==> src/rtl/hermes_pkg.sv <==
// Shared types for the Hermes packet injector.
// State encoding and router address width.
package hermes_pkg;

    localparam int HERMES_ADDR_W = 16;

    typedef enum logic [1:0] {
        IDLE    = 2'd0,
        HEADER  = 2'd1,
        SIZE    = 2'd2,
        PAYLOAD = 2'd3
    } hermes_inj_state_t;

endpackage

==> src/rtl/hermes_packet_injector_stats.sv <==
// Packet, flit and stall counters for the injector.
// Instantiated only when HERMES_INJ_STATS_EN is defined.
module hermes_inj_stats (
    input  logic        clk_i,
    input  logic        rst_ni,
    input  logic        tx_i,
    input  logic        credit_i,
    input  logic        pkt_done_i,
    output logic [31:0] pkt_count_o,
    output logic [31:0] flit_count_o,
    output logic [31:0] stall_count_o
);

    logic [31:0] pkt_q, flit_q, stall_q;

    // Free-running counters, wrap modulo 2^32
    always_ff @(posedge clk_i or negedge rst_ni) begin
        if (!rst_ni) begin
            pkt_q   <= '0;
            flit_q  <= '0;
            stall_q <= '0;
        end else begin
            if (pkt_done_i)
                pkt_q <= pkt_q + 32'd1;
            if (tx_i && credit_i)
                flit_q <= flit_q + 32'd1;
            if (tx_i && !credit_i)
                stall_q <= stall_q + 32'd1;
        end
    end

    assign pkt_count_o   = pkt_q;
    assign flit_count_o  = flit_q;
    assign stall_count_o = stall_q;

endmodule

==> src/rtl/hermes_packet_injector.sv <==
// Hermes local-port packet source: header, size, payload flits.
// Optional counters under macro HERMES_INJ_STATS_EN.
module hermes_packet_injector
    import hermes_pkg::*;
#(
    parameter int FLIT_SIZE  = 32,
    parameter int MAX_SIZE_W = 16
) (
    input  logic                     clk_i,
    input  logic                     rst_ni,
    input  logic                     req_valid_i,
    output logic                     req_ready_o,
    input  logic [HERMES_ADDR_W-1:0] target_i,
    input  logic [MAX_SIZE_W-1:0]    size_i,
    input  logic                     pl_valid_i,
    output logic                     pl_ready_o,
    input  logic [FLIT_SIZE-1:0]     pl_data_i,
    output logic                     tx_o,
    input  logic                     credit_i,
    output logic [FLIT_SIZE-1:0]     data_o
`ifdef HERMES_INJ_STATS_EN
    ,
    output logic [31:0]              pkt_count_o,
    output logic [31:0]              flit_count_o,
    output logic [31:0]              stall_count_o
`endif
);

    hermes_inj_state_t          state_q, state_d;
    logic [HERMES_ADDR_W-1:0]   target_q, target_d;
    logic [MAX_SIZE_W-1:0]      size_q, size_d;
    logic [MAX_SIZE_W-1:0]      count_q, count_d;
    logic                       pl_xfer;
    logic                       pkt_end;

    assign pl_xfer = pl_valid_i && credit_i;

    // Last flit of the packet leaves this cycle
    assign pkt_end = ((state_q == SIZE) && credit_i
                      && (size_q == '0))
                  || ((state_q == PAYLOAD) && pl_xfer
                      && (count_q == MAX_SIZE_W'(1)));

    // State and latched request registers
    always_ff @(posedge clk_i or negedge rst_ni) begin
        if (!rst_ni) begin
            state_q  <= IDLE;
            target_q <= '0;
            size_q   <= '0;
            count_q  <= '0;
        end else begin
            state_q  <= state_d;
            target_q <= target_d;
            size_q   <= size_d;
            count_q  <= count_d;
        end
    end

    // Next state and flit outputs; header/size held until credit
    always_comb begin
        state_d     = state_q;
        target_d    = target_q;
        size_d      = size_q;
        count_d     = count_q;
        req_ready_o = 1'b0;
        pl_ready_o  = 1'b0;
        tx_o        = 1'b0;
        data_o      = '0;
        unique case (state_q)
            IDLE: begin
                req_ready_o = 1'b1;
                if (req_valid_i) begin
                    target_d = target_i;
                    size_d   = size_i;
                    state_d  = HEADER;
                end
            end
            HEADER: begin
                tx_o = 1'b1;
                data_o[HERMES_ADDR_W-1:0] = target_q;
                if (credit_i)
                    state_d = SIZE;
            end
            SIZE: begin
                tx_o = 1'b1;
                data_o[MAX_SIZE_W-1:0] = size_q;
                if (credit_i) begin
                    if (pkt_end) begin
                        state_d = IDLE;
                    end else begin
                        count_d = size_q;
                        state_d = PAYLOAD;
                    end
                end
            end
            PAYLOAD: begin
                tx_o       = pl_valid_i;
                data_o     = pl_data_i;
                pl_ready_o = credit_i;
                if (pl_xfer) begin
                    count_d = count_q - MAX_SIZE_W'(1);
                    if (pkt_end)
                        state_d = IDLE;
                end
            end
            default: state_d = IDLE;
        endcase
    end

`ifdef HERMES_INJ_STATS_EN
    hermes_inj_stats u_stats (
        .clk_i         (clk_i),
        .rst_ni        (rst_ni),
        .tx_i          (tx_o),
        .credit_i      (credit_i),
        .pkt_done_i    (pkt_end),
        .pkt_count_o   (pkt_count_o),
        .flit_count_o  (flit_count_o),
        .stall_count_o (stall_count_o)
    );
`endif

endmodule

==> config.mk <==
export PLATFORM = sky130hd
export DESIGN_NAME = hermes_packet_injector
export DESIGN_NICKNAME = d
export VERILOG_FILES = /design/src/rtl/hermes_pkg.sv /design/src/rtl/hermes_packet_injector_stats.sv /design/src/rtl/hermes_packet_injector.sv
export SDC_FILE = /design/constraint.sdc
export NUM_CORES = 1
export LEC_CHECK = 0
export CORE_MARGIN = 2
export CORE_UTILIZATION = 63
export DETAILED_ROUTE_END_ITERATION = 7
export DONT_BUFFER_PORTS = 1
export PLACE_DENSITY = 0.79
export SLEW_MARGIN = 20
export SYNTH_ARGS = -nofsm -noshare
export SYNTH_HDL_FRONTEND = slang
export SYNTH_SLANG_ARGS = --single-unit
==> constraint.sdc <==
create_clock -name clk_i -period 3 [get_ports clk_i]
set_clock_uncertainty 0.05 [all_clocks]
set_input_delay 0.6 -clock clk_i [delete_from_list [all_inputs] [get_ports clk_i]]
set_output_delay 0.6 -clock clk_i [all_outputs]
set_load 0.01 [all_outputs]
==> reports/metrics.cfg <==
[place]
placedInstanceArea_um2=2970
globalplace.congestion=0.918
port_buffers=0
pre_cts_ws_ns=0.268
dp_hpwl_mm=5.04

[synth]
ys_top_cells_by_area=dfrtp_1 (42%), mux2_2 (13%), a222oi_1 (5.4%)
ys_ff_latch=50
synth-edff-count=0
synth_top_area_share_pct=42.3
synth_cells=306
yosys.area.top_type=dfrtp_1
yosysSeqAreaShare_pct=42.3
syn_nets=381
avgSynthCellArea_um2=9.67
synth_warnings=0
ys_types=49
synthArstFlopShare_pct=100
synth_ff_type=dfrtp_1
synth_area_um2=2960

[power]
internal-power_w=0.00190
pwr-share-comb_pct=48.6
switchingPower_w=0.00153
pwr-share-clk_pct=11.4
irDropWorstVdd_uv=772
p_sw_share_pct=44.6
seqPwrFrac_pct=40.1
finalPower_w=0.00343
total_leakage_power_nw=1.26
power_density_nw_per_um2=1110

[route]
wl_per_cell_um=20.3
drc=0
dr.first_iter.drc_count=304
postRouteAntennaNets=0
vias=2445
drt-total-wl_mm=7.08
dr.pass1.iters=7
vias_per_cell=7.01

[cts]
post_cts.repair.setup_buffers=0
insertion_delay_ns=0.30
cts.path.max_buffers=2
cts_tree=yes
h-tree-depth=2
clkTransAtPathRegs_ns=0.09
cts_buffers=5
clock-sinks=50
cts_resized=0
cts-root-buf=clkbuf_8

[final_layout]
fillers=335
finalNetCount=371
syn_to_final_growth_pct=4.18
final_cell_area_um2=3080
insertedDiodeCount=0
multi_input_area_um2=1560
drive_above_1_share_pct=18.5
regArea_um2=1250

[sta]
timing.fmax_mhz=360
worst_slack_ns=0.221
rsz0062_at_grt=false
whs_ns=0.0784
finalSetupViolCount=0
min_period_ns=2.78
fin_tns_setup_ns=0
finalHoldViolations=0
period_share_pct=92.6
slew_headroom_pct=57.6
worstMarginPinSlew_ns=0.635
maxSlewViolCount=0

[grt]
antenna_found_initial=0
track_usage_pct=28.0
first_global_vias=2313
grt_pass1_wl_mm=11.3
grt-ovfl-total=0
grt_max_degree=62

[floorplanning]
start_util_pct=66.6
die_y_um=72.6
fp.dieW_um=72.6
io_pins=104
dieArea_um2=5260
core-area_um2=4440
rows=24

[critical_path]
crit_required_ns=3.18
critPathKind=reg -> reg
arrival_ns=2.96
crit_path_end_kind=flop
crit_path_start_kind=flop
ff2ff_setup_slack_ns=0.22
crit_fanout=12

[status]
status=finished clean

[run]
maxCapViolCount=0

[worst_hold_path]
worstHoldPathType=in -> async

## stage by stage
stage                     utilization, %  cells
after global placement              66.8    340
after global routing                69.4    349
after CTS                           69.4    349
final                               69.4    349
after detailed placement            66.8    340
after floorplan                        -    306
## power groups by stage
stage               Clock, W  Combinational (W)  Sequential [W]
detailed placement         0            0.00164         0.00138
floorplan                  0            0.00142         0.00123
finish              0.000390            0.00167         0.00138
CTS                 0.000399            0.00166         0.00136
global placement           0            0.00160         0.00137
global route        0.000420            0.00183         0.00143
## what timing repair did
action | 4_1_cts | 5_1_grt
hold buffers | 1 | 0
endpoints found under the hold margin | 50 | 0
setup endpoints to repair | 0 | 0
## path summary, 6_finish.rpt
path / endpoint / cells past startpoint / start
max in group asynchronous: count_q[4] / 1 / rst_ni
setup / recovery: count_q[1] / 7 / count_q[1]
setup reg to reg: count_q[1] / 7 / count_q[1]
hold / removal: count_q[13] / 1 / rst_ni
hold reg to reg: target_q[1] / 1 / target_q[1]
min in group clk_i: target_q[6] / 1 / target_i[6]
## placed cells by master, fill, tap and decap left out, drive strengths merged, types with 8 or more instances in the layout
cell	count
nor3	19
buf	8
nand2	14
nor4	8
nor2	30
a222oi	16
mux2	33
a21oi	11
inv	9
o21ai	15
dfrtp	50
and2	17
## worst max-delay path, stage by stage (launching register included)
cell and delay, ns:
dfrtp_1 0.42, inv_1 0.11, ha_1 0.14, or4bb_1 0.49, or4b_4 0.56, or3_4 0.46
nand2_1 0.25, mux2i_1 0.22
## per-layer routing
layer / vias to the layer above / part of all wire, % / track usage, %
met4: 0 / 2.0 / 8.44
li1: 1124 / - / -
met2: 137 / 46 / 44.0
met3: 23 / 10 / 9.17
met1: 1161 / 42 / 37.1
met5: - / 0 / 0
## registers in the layout (all words and copies together) (netlist names)
signal and count:
count_q 16, size_q 16, state_q 2, target_q 16
## synthesized netlist by cell type (2+ instances only)
| cell | n |
|---|---|
| dfrtp_1 | 50 |
| nor3_1 | 19 |
| or3_1 | 4 |
| o21ai_0 | 12 |
| a32oi_1 | 3 |
| mux2i_1 | 2 |
| buf_6 | 2 |
| o221ai_1 | 3 |
| o21ai_1 | 3 |
| ha_1 | 6 |
| a211oi_1 | 2 |
| nand2b_1 | 2 |
| o31a_1 | 2 |
| or4b_4 | 2 |
| inv_1 | 9 |
| a222oi_1 | 16 |
| and2_1 | 17 |
| buf_1 | 4 |
| a21oi_1 | 11 |
| nor2_1 | 30 |
| mux2_2 | 33 |
| clkbuf_1 | 18 |
| and3_1 | 2 |
| o31ai_1 | 2 |
| or4_1 | 3 |
| nand2_1 | 14 |
| nor4_1 | 8 |
| nand3_1 | 6 |
## kinds of logic after synthesis
group | Yosys count | synth area share (%)
and+or+nand+nor | 114 | 20.5
DFF | 50 | 42.3
buffers and inverters | 35 | 4.99
muxes | 35 | 13.2
AOI/OAI and AO/OA | 66 | 16.5
adders and majority gates | 6 | 2.54
## layout make-up
class | count | area share (%)
clock inverters | 2 | 0.446
well taps | 52 | 2.11
inverters | 10 | 1.22
flip-flops and latches | 50 | 40.6
repair buffers | 8 | 2.60
multi-input cells | 221 | 50.7
clock buffers | 6 | 2.35
Note: power is estimated with default switching activity, not from simulation.
